===== src/rtl/fpu_round_arbiter_pkg.sv =====
// Shared types for the FPU rounding arbiter: rounding-mode codes, flag bit positions, request bundle.
// Widths default to single precision; the struct follows the package localparams.
package fpu_round_pkg;

    localparam int P_STD  = 31;
    localparam int P_MAN  = 22;
    localparam int P_EXP  = 7;
    localparam int P_TAGW = 5;
    localparam int P_NOW  = 2*P_MAN + P_EXP + 7;

    localparam logic [2:0] RM_RNE = 3'b000;
    localparam logic [2:0] RM_RTZ = 3'b001;
    localparam logic [2:0] RM_RDN = 3'b010;
    localparam logic [2:0] RM_RUP = 3'b011;
    localparam logic [2:0] RM_RMM = 3'b100;
    localparam logic [2:0] RM_DYN = 3'b111;

    localparam int OVF = 2;
    localparam int UDF = 1;
    localparam int NX  = 0;

    typedef struct packed {
        logic [P_NOW-1:0]  no;
        logic              sticky;
        logic [2:0]        rm;
        logic [P_TAGW-1:0] tag;
    } req_t;

    typedef enum logic {
        ST_EMPTY = 1'b0,
        ST_FULL  = 1'b1
    } out_state_e;

endpackage


===== src/rtl/fpu_round_arbiter_if.sv =====
// Two valid/ready request channels (FMUL, FMADD) and one valid/ready result channel.
// slave = the arbiter side, master = the producers/consumer side.
interface fpu_round_arbiter_if
    import fpu_round_pkg::*;
#(
    parameter int STD  = P_STD,
    parameter int MAN  = P_MAN,
    parameter int EXP  = P_EXP,
    parameter int TAGW = P_TAGW
);
    logic                   req0_valid;
    logic                   req0_ready;
    logic [2*MAN+EXP+6:0]   req0_no;
    logic                   req0_sticky;
    logic [2:0]             req0_rm;
    logic [TAGW-1:0]        req0_tag;

    logic                   req1_valid;
    logic                   req1_ready;
    logic [2*MAN+EXP+6:0]   req1_no;
    logic                   req1_sticky;
    logic [2:0]             req1_rm;
    logic [TAGW-1:0]        req1_tag;

    logic                   out_valid;
    logic                   out_ready;
    logic [STD:0]           out_no;
    logic [2:0]             out_flags;
    logic                   out_src;
    logic [TAGW-1:0]        out_tag;

    modport slave (
        input  req0_valid, req0_no, req0_sticky, req0_rm, req0_tag,
        output req0_ready,
        input  req1_valid, req1_no, req1_sticky, req1_rm, req1_tag,
        output req1_ready,
        input  out_ready,
        output out_valid, out_no, out_flags, out_src, out_tag
    );

    modport master (
        output req0_valid, req0_no, req0_sticky, req0_rm, req0_tag,
        input  req0_ready,
        output req1_valid, req1_no, req1_sticky, req1_rm, req1_tag,
        input  req1_ready,
        output out_ready,
        input  out_valid, out_no, out_flags, out_src, out_tag
    );

endinterface


===== src/rtl/fpu_round_arbiter_core.sv =====
// Combinational rounding of {sign, 9b exp, 2*MAN+4 b mantissa} to a packed float plus {ovf, udf, nx}.
// Zero latency, no flow control.
module fpu_round_core
    import fpu_round_pkg::*;
#(
    parameter int STD = P_STD,
    parameter int MAN = P_MAN,
    parameter int EXP = P_EXP
) (
    input  logic [2*MAN+EXP+6:0] i_no,
    input  logic                 i_sticky,
    input  logic [2:0]           i_rm,
    output logic [STD:0]         o_no,
    output logic [2:0]           o_flags
);
    localparam int MW = 2*MAN + 4;

    logic            w_sign;
    logic [EXP+1:0]  w_exp;
    logic [MW-1:0]   w_man;
    logic [MAN+1:0]  w_kept;
    logic [MAN+1:0]  w_rnd;
    logic [EXP:0]    w_exp_out;
    logic            w_l, w_g, w_r, w_s, w_any;
    logic            w_ovf, w_udf, w_inc_raw, w_inc, w_exp_inc, w_to_inf;

    assign {w_sign, w_exp, w_man} = i_no;

    assign w_kept = w_man[MW-1:MAN+2];
    assign w_l    = w_man[MAN+2];
    assign w_g    = w_man[MAN+1];
    assign w_r    = w_man[MAN];
    assign w_s    = |w_man[MAN-1:0];
    assign w_any  = w_g | w_r | w_s | i_sticky;

    assign w_ovf  = w_exp[EXP+1] | (&w_exp[EXP:0]);
    assign w_udf  = ~(|w_exp) & ~w_kept[MAN+1];

    always_comb begin
        w_inc_raw = 1'b0;
        case (i_rm)
            RM_RNE:         w_inc_raw = w_g & (w_r | w_s | w_l);
            RM_RMM:         w_inc_raw = w_g;
            RM_RUP:         w_inc_raw = ~w_sign & w_any;
            RM_RDN:         w_inc_raw = w_sign & w_any;
            RM_RTZ, RM_DYN: w_inc_raw = 1'b0;
            default:        w_inc_raw = 1'b0;
        endcase
    end

    // An overflowing exponent is replaced wholesale, so rounding up would only disturb the mantissa.
    assign w_inc     = w_inc_raw & ~w_ovf;
    assign w_rnd     = w_kept + {{(MAN+1){1'b0}}, w_inc};
    assign w_exp_inc = ~w_kept[MAN+1] & w_rnd[MAN+1];
    assign w_exp_out = w_exp[EXP:0] + {{EXP{1'b0}}, w_exp_inc};

    assign w_to_inf = (i_rm == RM_RNE) | (i_rm == RM_RMM) |
                      ((i_rm == RM_RUP) & ~w_sign) | ((i_rm == RM_RDN) & w_sign);

    always_comb begin
        o_no = {w_sign, w_exp_out, w_rnd[MAN:0]};
        if (w_ovf) begin
            if (w_to_inf) o_no = {w_sign, {(EXP+1){1'b1}}, {(MAN+1){1'b0}}};
            else          o_no = {w_sign, {EXP{1'b1}}, 1'b0, {(MAN+1){1'b1}}};
        end
        o_flags      = 3'b000;
        o_flags[OVF] = w_ovf;
        o_flags[UDF] = w_udf;
        o_flags[NX]  = w_any | w_ovf;
    end

endmodule


===== src/rtl/fpu_round_arbiter.sv =====
// Round-robin share of one rounding datapath between FMUL (req0) and FMADD (req1); FPU_ROUND_DYN_RM_EN adds csr_frm for rm=DYN.
// Latency 1 cycle, 1 result/cycle; reqN_ready drops while the result register is held and neither drained nor flushed.
module fpu_round_arbiter
    import fpu_round_pkg::*;
#(
    parameter int STD  = P_STD,
    parameter int MAN  = P_MAN,
    parameter int EXP  = P_EXP,
    parameter int TAGW = P_TAGW
) (
    input  logic                clk,
    input  logic                rst_l,
    fpu_round_arbiter_if.slave  bus,
    input  logic                flush,
`ifdef FPU_ROUND_DYN_RM_EN
    input  logic [2:0]          csr_frm,
`endif
    input  logic                fflags_clr,
    output logic [2:0]          fflags_acc
);
    out_state_e       r_state, w_state_nxt;
    logic             r_last_grant;
    logic [STD:0]     r_out_no;
    logic [2:0]       r_out_flags;
    logic             r_out_src;
    logic [TAGW-1:0]  r_out_tag;
    logic [2:0]       r_fflags_acc;

    logic             w_can_accept, w_grant0, w_grant1, w_fire, w_consume;
    req_t             w_sel;
    logic [2:0]       w_rm_eff;
    logic [STD:0]     w_rnd_no;
    logic [2:0]       w_rnd_flags;

    assign w_can_accept = (r_state == ST_EMPTY) | bus.out_ready | flush;

    // With both valid, the port that did not win last time goes first.
    assign w_grant0 = bus.req0_valid & (~bus.req1_valid | r_last_grant);
    assign w_grant1 = bus.req1_valid & (~bus.req0_valid | ~r_last_grant);
    assign w_fire   = w_can_accept & (w_grant0 | w_grant1);

    assign bus.req0_ready = w_can_accept & w_grant0;
    assign bus.req1_ready = w_can_accept & w_grant1;

    assign w_sel = w_grant1 ? {bus.req1_no, bus.req1_sticky, bus.req1_rm, bus.req1_tag}
                            : {bus.req0_no, bus.req0_sticky, bus.req0_rm, bus.req0_tag};

`ifdef FPU_ROUND_DYN_RM_EN
    assign w_rm_eff = (w_sel.rm == RM_DYN) ? csr_frm : w_sel.rm;
`else
    assign w_rm_eff = w_sel.rm;
`endif

    fpu_round_core #(
        .STD (STD),
        .MAN (MAN),
        .EXP (EXP)
    ) u_core (
        .i_no     (w_sel.no),
        .i_sticky (w_sel.sticky),
        .i_rm     (w_rm_eff),
        .o_no     (w_rnd_no),
        .o_flags  (w_rnd_flags)
    );

    always_ff @(posedge clk or negedge rst_l) begin
        if (!rst_l) r_state <= ST_EMPTY;
        else        r_state <= w_state_nxt;
    end

    always_comb begin
        w_state_nxt = r_state;
        case (r_state)
            ST_EMPTY: if (w_fire) w_state_nxt = ST_FULL;
            ST_FULL:  if (!w_fire && (bus.out_ready || flush)) w_state_nxt = ST_EMPTY;
            default:  w_state_nxt = ST_EMPTY;
        endcase
    end

    // A flushed result is never counted, even when the consumer was ready.
    assign w_consume = (r_state == ST_FULL) & bus.out_ready & ~flush;

    always_ff @(posedge clk or negedge rst_l) begin
        if (!rst_l) begin
            r_last_grant <= 1'b1;
            r_out_no     <= '0;
            r_out_flags  <= 3'b000;
            r_out_src    <= 1'b0;
            r_out_tag    <= '0;
            r_fflags_acc <= 3'b000;
        end else begin
            if (w_fire) begin
                r_last_grant <= w_grant1;
                r_out_no     <= w_rnd_no;
                r_out_flags  <= w_rnd_flags;
                r_out_src    <= w_grant1;
                r_out_tag    <= w_sel.tag;
            end
            r_fflags_acc <= (fflags_clr ? 3'b000 : r_fflags_acc) |
                            (w_consume ? r_out_flags : 3'b000);
        end
    end

    assign bus.out_valid = (r_state == ST_FULL);
    assign bus.out_no    = r_out_no;
    assign bus.out_flags = r_out_flags;
    assign bus.out_src   = r_out_src;
    assign bus.out_tag   = r_out_tag;
    assign fflags_acc    = r_fflags_acc;

endmodule


===== src/flat_wrapper.sv =====
// flat-port wrapper written by rule: the top's interface ports become plain ports
module fpu_round_arbiter_flat import fpu_round_pkg::*;
#(
    parameter int STD  = P_STD,
    parameter int MAN  = P_MAN,
    parameter int EXP  = P_EXP,
    parameter int TAGW = P_TAGW
)
  (clk, rst_l, flush, fflags_clr, fflags_acc, bus_req0_valid, bus_req0_no, bus_req0_sticky, bus_req0_rm, bus_req0_tag, bus_req0_ready, bus_req1_valid, bus_req1_no, bus_req1_sticky, bus_req1_rm, bus_req1_tag, bus_req1_ready, bus_out_ready, bus_out_valid, bus_out_no, bus_out_flags, bus_out_src, bus_out_tag);
  fpu_round_arbiter_if #(.STD(STD), .MAN(MAN), .EXP(EXP), .TAGW(TAGW)) bus_i ();
  input  logic clk;
  input  logic rst_l;
  input  logic flush;
  input  logic fflags_clr;
  output logic [2:0] fflags_acc;
  input wire logic [$bits(bus_i.req0_valid)-1:0] bus_req0_valid;
  input wire logic [$bits(bus_i.req0_no)-1:0] bus_req0_no;
  input wire logic [$bits(bus_i.req0_sticky)-1:0] bus_req0_sticky;
  input wire logic [$bits(bus_i.req0_rm)-1:0] bus_req0_rm;
  input wire logic [$bits(bus_i.req0_tag)-1:0] bus_req0_tag;
  output wire logic [$bits(bus_i.req0_ready)-1:0] bus_req0_ready;
  input wire logic [$bits(bus_i.req1_valid)-1:0] bus_req1_valid;
  input wire logic [$bits(bus_i.req1_no)-1:0] bus_req1_no;
  input wire logic [$bits(bus_i.req1_sticky)-1:0] bus_req1_sticky;
  input wire logic [$bits(bus_i.req1_rm)-1:0] bus_req1_rm;
  input wire logic [$bits(bus_i.req1_tag)-1:0] bus_req1_tag;
  output wire logic [$bits(bus_i.req1_ready)-1:0] bus_req1_ready;
  input wire logic [$bits(bus_i.out_ready)-1:0] bus_out_ready;
  output wire logic [$bits(bus_i.out_valid)-1:0] bus_out_valid;
  output wire logic [$bits(bus_i.out_no)-1:0] bus_out_no;
  output wire logic [$bits(bus_i.out_flags)-1:0] bus_out_flags;
  output wire logic [$bits(bus_i.out_src)-1:0] bus_out_src;
  output wire logic [$bits(bus_i.out_tag)-1:0] bus_out_tag;
  assign bus_i.req0_valid = bus_req0_valid;
  assign bus_i.req0_no = bus_req0_no;
  assign bus_i.req0_sticky = bus_req0_sticky;
  assign bus_i.req0_rm = bus_req0_rm;
  assign bus_i.req0_tag = bus_req0_tag;
  assign bus_req0_ready = bus_i.req0_ready;
  assign bus_i.req1_valid = bus_req1_valid;
  assign bus_i.req1_no = bus_req1_no;
  assign bus_i.req1_sticky = bus_req1_sticky;
  assign bus_i.req1_rm = bus_req1_rm;
  assign bus_i.req1_tag = bus_req1_tag;
  assign bus_req1_ready = bus_i.req1_ready;
  assign bus_i.out_ready = bus_out_ready;
  assign bus_out_valid = bus_i.out_valid;
  assign bus_out_no = bus_i.out_no;
  assign bus_out_flags = bus_i.out_flags;
  assign bus_out_src = bus_i.out_src;
  assign bus_out_tag = bus_i.out_tag;
  fpu_round_arbiter #(.STD(STD), .MAN(MAN), .EXP(EXP), .TAGW(TAGW)) u_core (.clk(clk), .rst_l(rst_l), .bus(bus_i), .flush(flush), .fflags_clr(fflags_clr), .fflags_acc(fflags_acc));
endmodule

===== config.mk =====
export PLATFORM = sky130hd
export DESIGN_NAME = fpu_round_arbiter_flat
export DESIGN_NICKNAME = d
export VERILOG_FILES = /design/src/rtl/fpu_round_arbiter_pkg.sv /design/src/rtl/fpu_round_arbiter_if.sv /design/src/rtl/fpu_round_arbiter_core.sv /design/src/rtl/fpu_round_arbiter.sv /design/src/flat_wrapper.sv
export SDC_FILE = /design/constraint.sdc
export NUM_CORES = 1
export LEC_CHECK = 0
export BUFFER_PORTS_ARGS = -buffer_cell sky130_fd_sc_hd__buf_4
export CORE_ASPECT_RATIO = 1.4
export CORE_MARGIN = 8
export CORE_UTILIZATION = 45
export CTS_BUF_LIST = sky130_fd_sc_hd__clkbuf_16
export DETAILED_ROUTE_END_ITERATION = 6
export PLACE_DENSITY = 0.9
export SYNTH_ARGS = -nofsm -noshare
export SYNTH_HDL_FRONTEND = slang
export SYNTH_SLANG_ARGS = --single-unit

===== constraint.sdc =====
create_clock -name clk -period 5.5 [get_ports clk]
set_input_delay 0.55 -clock clk [delete_from_list [all_inputs] [get_ports clk]]
set_output_delay 0.55 -clock clk [all_outputs]
set_load 0.05 [all_outputs]

# Word level (Yosys, flattened, before mapping)
# Index checks and enable logic that the tools add are counted.
# word_totals
regBits	46
input_bits	141
out_inout_bits	47
wordCells	68
# classes
n_addsub	2
n_eq_ne	3
n_mux	9
bitwise	40
reduce_logical	7
# op_table
cell	count
67-bit two-way mux	1
31-bit two-way mux	1
24-bit by 1-bit adder with 24-bit output	1
24-bit two-way mux	1
22-bit OR reduction	1
1-bit bitwise AND	15
1-bit OR	15
1-bit inverter	9
9-bit OR reduction	1
8-bit by 1-bit adder with 8-bit output	1
8-bit AND reduction	1
3-bit by 2-bit equality test with 1-bit output, second input constant	2
3-bit two-way mux	2
1-bit one-hot mux with 4 select lines	1
3-bit equality test, second input constant	1
3-bit logical NOT	1
3-bit OR	1
1-bit two-way mux	2
1-bit one-hot mux with 2 select lines	1
1-bit logical AND	1
1-bit logical NOT	1
1-bit logical OR	1

# Longest topological paths before layout
# Gate-level depths: netlist of run 1.
# logic_depth
word_depth	14
ltp_mapped	21
mapped_depth_nobuf	16

# Cells and area by module
# From an unflattened synthesis of run 1, not the netlist that was laid out.
# hier_totals
hier_cells	464
hier_area_um2	3683.5
# modules_own_cells
module	n_inst	cells_each	area_per_inst_um2	seq_area_each_um2
fpu_round_arbiter	1	319	2712.6	1152.4
fpu_round_core	1	145	970.9	0.0

# Least setup slack after synthesis of run 1
# No wires, ideal clock.
# synth_path
kind	input to register
startpoint	in bus_req1_valid
endpoint	reg u_core.r_out_no[27], in the netlist u_core.bus.out_no[27]
setup_ps	121
arrival_ps	4394
required_time_ps	5379
setup_slack_ps	984
path_stages	20
n_path_buf	4
cell_sequence	a21bo_1 -> buf_6 -> buf_6 -> buf_2 -> buf_2 -> or4b_2 -> o41ai_1 -> ha_1 -> a21oi_1 -> nand2_1 -> a31oi_1 -> ha_1 -> o2111ai_2 -> o21bai_4 -> nor4_1 -> ha_1 -> ha_1 -> nor3b_1 -> xnor2_1 -> o22a_1
# synth_between
elab_chain_cells	12
word_cells_on_any_way	31
cone_classes	2 x add/sub; 3 x eq/ne; 3 x mux; 20 x bitwise; 3 x reduce/logical
# synth_lines
element	line	text
from (decl)	flat_wrapper.sv:22	input wire logic [$bits(bus_i.req1_valid)-1:0] bus_req1_valid;
1-bit bitwise AND	fpu_round_arbiter.sv:39	assign w_grant1 = bus.req1_valid & (~bus.req0_valid | ~r_last_grant);
67-bit two-way mux	fpu_round_arbiter.sv:45	assign w_sel = w_grant1 ? {bus.req1_no, bus.req1_sticky, bus.req1_rm, bus.req1_tag}
22-bit OR reduction or 1-bit OR (tied branches)	fpu_round_arbiter_core.sv:33, fpu_round_arbiter_core.sv:34	
1-bit OR (on tied branches) (2 in series)	fpu_round_arbiter_core.sv:34, fpu_round_arbiter_core.sv:42	
1-bit bitwise AND (on tied branches)	fpu_round_arbiter_core.sv:45, fpu_round_arbiter_core.sv:42, fpu_round_arbiter_core.sv:44	
1-bit one-hot mux with 4 select lines	fpu_round_arbiter_core.sv:41	case (i_rm)
1-bit bitwise AND	fpu_round_arbiter_core.sv:52	assign w_inc = w_inc_raw & ~w_ovf;
24-bit by 1-bit adder with 24-bit output	fpu_round_arbiter_core.sv:53	assign w_rnd = w_kept + {{(MAN+1){1'b0}}, w_inc};
1-bit bitwise AND	fpu_round_arbiter_core.sv:54	assign w_exp_inc = ~w_kept[MAN+1] & w_rnd[MAN+1];
8-bit by 1-bit adder with 8-bit output	fpu_round_arbiter_core.sv:55	assign w_exp_out = w_exp[EXP:0] + {{EXP{1'b0}}, w_exp_inc};
31-bit two-way mux	fpu_round_arbiter_core.sv:62	if (w_ovf) begin
to (signal assigned)	fpu_round_arbiter.sv:94	r_out_no <= w_rnd_no;
to (decl)	fpu_round_arbiter.sv:23	logic [STD:0] r_out_no;
# Several ways; a longest one is shown, not always the timed one.
# A chain may end at the register's enable or synchronous reset.

# Worst setup path after layout of run 1
# layout_path
startpoint	reg u_core.r_last_grant
endpoint	reg u_core.r_out_no[27], in the netlist u_core.bus.out_no[27]
# layout_between
elab_chain_cells	14
word_cells_on_any_way	32
cone_classes	2 x add/sub; 3 x eq/ne; 3 x mux; 21 x bitwise; 3 x reduce/logical
# layout_lines
element	line	text
from (decl)	fpu_round_arbiter.sv:22	logic r_last_grant;
from (signal assigned)	fpu_round_arbiter.sv:93	r_last_grant <= w_grant1;
1-bit inverter	fpu_round_arbiter.sv:39	
1-bit OR	fpu_round_arbiter.sv:39	
1-bit bitwise AND	fpu_round_arbiter.sv:39	
67-bit two-way mux	fpu_round_arbiter.sv:45	
22-bit OR reduction or 1-bit OR (tied branches)	fpu_round_arbiter_core.sv:33, fpu_round_arbiter_core.sv:34	
1-bit OR (on tied branches) (2 in series)	fpu_round_arbiter_core.sv:34, fpu_round_arbiter_core.sv:42	
1-bit bitwise AND (on tied branches)	fpu_round_arbiter_core.sv:45, fpu_round_arbiter_core.sv:42, fpu_round_arbiter_core.sv:44	
1-bit one-hot mux with 4 select lines	fpu_round_arbiter_core.sv:41	
1-bit bitwise AND	fpu_round_arbiter_core.sv:52	
24-bit by 1-bit adder with 24-bit output	fpu_round_arbiter_core.sv:53	
1-bit bitwise AND	fpu_round_arbiter_core.sv:54	
8-bit by 1-bit adder with 8-bit output	fpu_round_arbiter_core.sv:55	
31-bit two-way mux	fpu_round_arbiter_core.sv:62	
# Several ways; a longest one is shown, not always the timed one.

==> results of run 1 <==
area by class of cell:
cell class | instances | area share [%]
Inverter | 7 | 0.524
Clock buffer | 5 | 2.49
Timing Repair Buffer | 190 | 28.4
Tap cell | 97 | 2.42
Multi-Input combinational cell | 339 | 42.8
Sequential cell | 46 | 23.0
Clock inverter | 3 | 0.324
cells in the mapped netlist (all sizes together), types with 2 or more instances:
| master | number | area share [%] |
|---|---|---|
| nor2 | 48 | 5.3 |
| a21oi | 23 | 3.4 |
| nor4b | 3 | 0.95 |
| nor4 | 24 | 4.6 |
| xnor2 | 8 | 2.0 |
| dfrtp | 45 | 33 |
| clkbuf | 8 | 0.88 |
| xor2 | 14 | 3.6 |
| mux2 | 3 | 1.1 |
| o21ai | 16 | 2.3 |
| o211a | 3 | 0.88 |
| o211ai | 2 | 0.44 |
| a21boi | 2 | 0.44 |
| nand2 | 47 | 5.1 |
| or3 | 4 | 0.73 |
| nand2b | 3 | 0.77 |
| nor3 | 8 | 1.2 |
| o22ai | 8 | 1.5 |
| and3 | 7 | 1.3 |
| nor3b | 3 | 0.66 |
| a31oi | 10 | 1.8 |
| inv | 7 | 0.77 |
| nand3 | 27 | 3.9 |
| buf | 14 | 2.7 |
| o2111ai | 2 | 0.69 |
| mux2i | 24 | 7.0 |
| ha | 5 | 1.8 |
| o22a | 7 | 1.8 |
| or4 | 2 | 0.44 |
| a21o | 5 | 1.1 |
| nand3b | 3 | 0.66 |
| nand4 | 13 | 2.4 |
| nor4bb | 2 | 0.58 |
layout by cell type, fill, tap and decap left out, types with 10 or more instances in the layout:
cell type / count
mux2i_1: 24
nand4_1: 13
nand3_1: 27
o21ai_0: 16
nor4_1: 23
dfrtp_1: 45
xor2_1: 14
nor2_1: 46
a31oi_1: 10
a21oi_1: 23
buf_4: 190
nand2_1: 47
state kept, by name, summed over array words and instances, names as in the netlist:
signal                cells
u_core.fflags_acc         3
u_core.r_last_grant       1
u_core.bus.out_src        1
u_core.bus.out_valid      1
u_core.bus.out_tag        5
u_core.bus.out_flags      3
u_core.bus.out_no        32
kinds of logic (layout without fill, tap and decap cells):
logic type | Yosys count | in the layout | synth area share [%]
flops | 46 | 46 | 33.6
mux | 27 | 27 | 8.11
fa+ha+maj | 5 | 5 | 1.83
xor+xnor | 22 | 22 | 5.62
compound gates | 87 | 87 | 16.9
simple gates | 198 | 198 | 29.5
buf+inv | 29 | 205 | 4.35
power by group through the flow:
stage                     sequential, uW  clock (uW)  combinational (uW)
after detailed placement             432           0                 594
after CTS                            427         296                 595
after global placement               432           0                 584
final                                427         292                 593
after global routing                 433         310                 627
after floorplan                      612           0                 174
stage by stage:
stage / area (sq um) / instances / power (uW) / util (%) / setup slack [ps]
2_1_floorplan: 3430 / 414 / 786 / - / 984
3_3_place_gp: 4870 / 679 / 1020 / 66.2 / 1120
3_5_place_dp: 4870 / 679 / 1030 / 66.2 / 1010
4_1_cts: 5020 / 687 / 1320 / 68.1 / 1140
5_1_grt: 5020 / 687 / 1370 / 68.1 / 860
6_report: 5020 / 687 / 1310 / 68.1 / 1100
metal layers:
layer	vias to the layer above	routed length (um)	share of wire [%]	GRT usage [%]
met3	36	1170	8.7	7.10
li1	1888	-	-	-
met1	1895	4760	35	24.3
met5	-	0	0	0
met4	0	545	4.0	12.8
met2	222	7080	52	45.6
final timing paths:
check	start	end	slack, ps	cells past startpoint
setup / recovery	u_core.r_last_grant$_DFFE_PN1P_	u_core.bus.out_no[27]$_DFFE_PN0P_	1100	14
hold / removal	rst_l	u_core.bus.out_no[28]$_DFFE_PN0P_	280	1
min in group clk	fflags_clr	u_core.fflags_acc[0]$_DFF_PN0_	460	2
max in group asynchronous	rst_l	u_core.bus.out_no[21]$_DFFE_PN0P_	4810	1
setup reg to reg	u_core.r_last_grant$_DFFE_PN1P_	u_core.bus.out_no[27]$_DFFE_PN0P_	1100	14
hold reg to reg	u_core.bus.out_src$_DFFE_PN0P_	u_core.bus.out_src$_DFFE_PN0P_	480	1
==> results.toml, run 1 <==
[route]
wl_um = 13600
drtIter0Drc = 199
vias_per_cell = 5.88
antenna_left = 0
drc = 0
first_pass_iters = 5
vias = 4041
wl_per_cell_um = 19.7

[setup_path]
critPathCaptureType = "flip-flop"
cp_slowest_cell = "buf_4"
crit_path_cell_trace = "a21bo_2 > buf_4 > nor4_2 > or3_1 > a31oi_1 > ha_1 > o2111ai_2 > o21bai_4 > nor4_1 > ha_1 > ha_1 > nor3b_1 > xnor2_1 > o22a_1"
start_kind = "flip-flop"
worst_path_largest_cell_delay_ps = 590
critPathTopFamily = "simple AND/OR/NAND/NOR gates"
cpMostUsedCell = "ha_1"
cp_max_fo = 54
critPathRequiredTime_ps = 5670
cp.arrival_ps = 4570
critical_path_class = "reg -> reg"
critical_path_buf_inv_count = 1

[clock_network]
ctsResizeCount = 0
clkTransAtPathRegs_ps = 60
cts_hold_buf = 0
cts_buffers = 5
cts.path.max_buffers = 2
cts_tree = "built"
clock-sinks = 46
post_cts_buffers = 0
cts.root.buffer_cell = "clkbuf_16"
htreeDepth = 2
clk_latency_ps = 280

[floorplanning]
pin_count = 188
die_w_um = 89.7
start_util_pct = 46.5
die_h_um = 119
rows = 37
core-area_sq_um = 7360
dieArea_sq_um = 10700

[timing]
tns_ps = 0
fmax_mhz = 227
min_period_over_period_pct = 79.9
fin_skew_ps = 3.70
setup_violations = 0
rsz0062_at_grt = "no"
finalHoldViolations = 0
whs_ps = 281
slew_headroom_pct = 34.2
drv_slew = 0
fin_crit_ps = 4400
worst_pin_slew_ps = 984

[power_and_ir_drop]
p_leak_uw = 0.00232
power_switching_uw = 540
intPower_uw = 771
sw_frac_of_total_pct = 41.2
pwr-share-clk_pct = 22.2
vdd_drop_max_mv = 0.162
powerDensity_nw_per_um2 = 261
pwr-share-seq_pct = 32.6
pwr-share-comb_pct = 45.2

[placed_design]
io_buffers = 187
place.detailed.hpwl_um = 11000
place_congestion = 0.958

[cells_and_area]
num-nets-final = 735
n_fill_cell = 634
multi_input_area_sq_um = 2150
diodes = 0
layout.area.seq_sq_um = 1150
syn2layout_area_growth_pct = 46.4
drive_above_1_share_pct = 35.9

[status]
status = "finished clean"

[logic_synthesis]
ys_seq_elements = 46
ys_seq_area_share_pct = 33.6
synth_cells = 414
synth_async_sr_flop_share_pct = 100
ys.flop_type = "dfrtp_1"
syn_nets = 560
synth_area_sq_um = 3430
ys.warnings.count = 0
synth.avg_cell_area_sq_um = 8.27
synth-edff-count = 0
ys_types = 56

[min_path]
min_path_type = "in -> async"

[global_route]
grt_pass1_wl_um = 21600
grt-ovfl-total = 0
grt_max_degree = 55
grt_pass1_vias = 4246
antenna_found_initial = 0
grt_usage_pct = 24.7

[run]
cap_viol_max_count = 0
Note: power is estimated with default switching activity, not from simulation.
==> inputs of run 2 (changes only) <==
- clock period: 5.5 -> 4.4 ns (I/O delays scaled with it)
==> run 2 against run 1 <==
  * Register-to-register slack got worse by 840 ps
  * Flip-flop and latch count is the same
  * Sequential power increased by 25%
  * Largest power group unchanged
  * Largest cell class unchanged
  * Critical endpoint is now u_core.bus.out_no[30]$_DFFE_PN0P_
==> results.toml, run 2 (same netlist as run 1, synthesis figures left out) <==
[global_route]
grt_max_degree = 47
antenna_found_initial = 0
grt_pass1_wl_um = 21300
grt_usage_pct = 24.0
grt-ovfl-total = 0
grt_pass1_vias = 4356

[clock_network]
cts_buffers = 5
cts.root.buffer_cell = "clkbuf_16"
clk_latency_ps = 290
htreeDepth = 2
clock-sinks = 46
post_cts_buffers = 0
cts_tree = "built"
cts.path.max_buffers = 2
clkTransAtPathRegs_ps = 60

[route]
wl_per_cell_um = 19.4
drc = 0
drt-met1-wl_um = 4910
first_pass_iters = 4
wl_um = 13400
top_layer_used = "met4"
met2_length_um = 6710
route.met3.wl_um = 1090
drtIter0Drc = 208
vias_per_cell = 5.88
vias = 4056
antenna_left = 0

[status]
status = "finished clean"

[cells_and_area]
mostFrequentLayoutCells = "buf_4, nand2_1, nor2_1"
final_common_cell = "buf_4"
final_area_sq_um = 5050
final_cells = 690
num-nets-final = 738
syn2layout_area_growth_pct = 47.4
diodes = 0
largest_reg_flops = 32
drive_above_1_share_pct = 36.8

[placed_design]
io_buffers = 187
place.detailed.hpwl_um = 10900
place_area_sq_um = 4900
dp_cells = 682
place_congestion = 0.941

[timing]
setup_violations = 0
tns_ps = 0
fin_skew_ps = 6.85
drv_slew = 0
slew_headroom_pct = 33.3
min_period_over_period_pct = 94.1
finalHoldViolations = 0
rsz0062_at_grt = "no"
fmax_mhz = 241
fin_crit_ps = 4140
worst_pin_slew_ps = 998

[setup_path]
critical_path_class = "reg -> reg"
regToRegSetupSlack_ps = 260
r2r-end = "u_core.bus.out_no[30]$_DFFE_PN0P_"
cp.arrival_ps = 4300
rr_worst_depth = 14
critPathCaptureType = "flip-flop"
r2r-start = "u_core.r_last_grant$_DFFE_PN1P_"
start_kind = "flip-flop"
cp_max_fo = 27
critPathRequiredTime_ps = 4560

[power_and_ir_drop]
power_uw = 1640
p_leak_uw = 0.00234
powerDensity_nw_per_um2 = 325
vdd_drop_max_mv = 0.196

[floorplanning]
start_util_pct = 46.5
core-area_sq_um = 7360
rows = 37
die_h_um = 119
die_w_um = 89.7
dieArea_sq_um = 10700
pin_count = 188

[min_path]
min_path_type = "in -> async"

[run]
cap_viol_max_count = 0
run 2: stage by stage:
| step | setup slack [ps] | hold WS [ps] | util, % |
|---|---|---|---|
| global route | 21.3 | 213 | 68.6 |
| detailed placement | 150 | 478 | 66.6 |
| floorplan | 15.3 | 144 | - |
| global placement | 214 | 464 | 66.6 |
| CTS | 216 | 182 | 68.4 |
| finish | 259 | 158 | 68.6 |
run 2: report_power, final:
group          switching, uW  internal (uW)  total (uW)
combinational            480            268         748
clock                    151            205         357
sequential              43.3            491         534
total                    675            964        1640
run 2: worst max-delay path, stage by stage (launching register included):
cell	delay, ps
dfstp_2	580
a21bo_2	160
buf_4	330
mux2_4	360
or3_1	420
a31oi_1	190
ha_2	270
o2111ai_2	160
o21bai_4	280
nor4_1	340
ha_1	220
o21ai_0	160
nand3b_1	220
xor2_1	160
o22a_1	170
run 2: layout make-up:
class                   count  area, sq um
clock buffers               5          125
flip-flops and latches     46         1150
inverters                   7         26.3
multi-input cells         339         2160
fillers                   595         2310
clock inverters             3         12.5
repair buffers            193         1450
well taps                  97          121
run 2: how the worst max path moves through the flow:
stage | from | slack (ps) | to
after global routing | u_core.r_last_grant$_DFFE_PN1P_ | 20 | u_core.bus.out_no[16]$_DFFE_PN0P_
final | u_core.r_last_grant$_DFFE_PN1P_ | 260 | u_core.bus.out_no[30]$_DFFE_PN0P_
after detailed placement | bus_req0_valid | 150 | u_core.bus.out_no[16]$_DFFE_PN0P_
after global placement | bus_req0_valid | 210 | u_core.bus.out_no[18]$_DFFE_PN0P_
after CTS | u_core.r_last_grant$_DFFE_PN1P_ | 220 | u_core.bus.out_no[16]$_DFFE_PN0P_
after floorplan | bus_req1_valid | 20 | u_core.bus.out_no[27]$_DFFE_PN0P_
run 2: metal layers:
metal | up-vias | track usage, %
met5 | - | 0
met4 | 0 | 13.2
met3 | 47 | 6.22
met2 | 242 | 43.1
met1 | 1873 | 24.8
li1 | 1894 | -
run 2: what timing repair did:
item,in CTS,in global routing
endpoints found under the hold margin,0,0
hold buffers,0,0
endpoints found under the setup margin,0,5
gates resized for setup,0,2
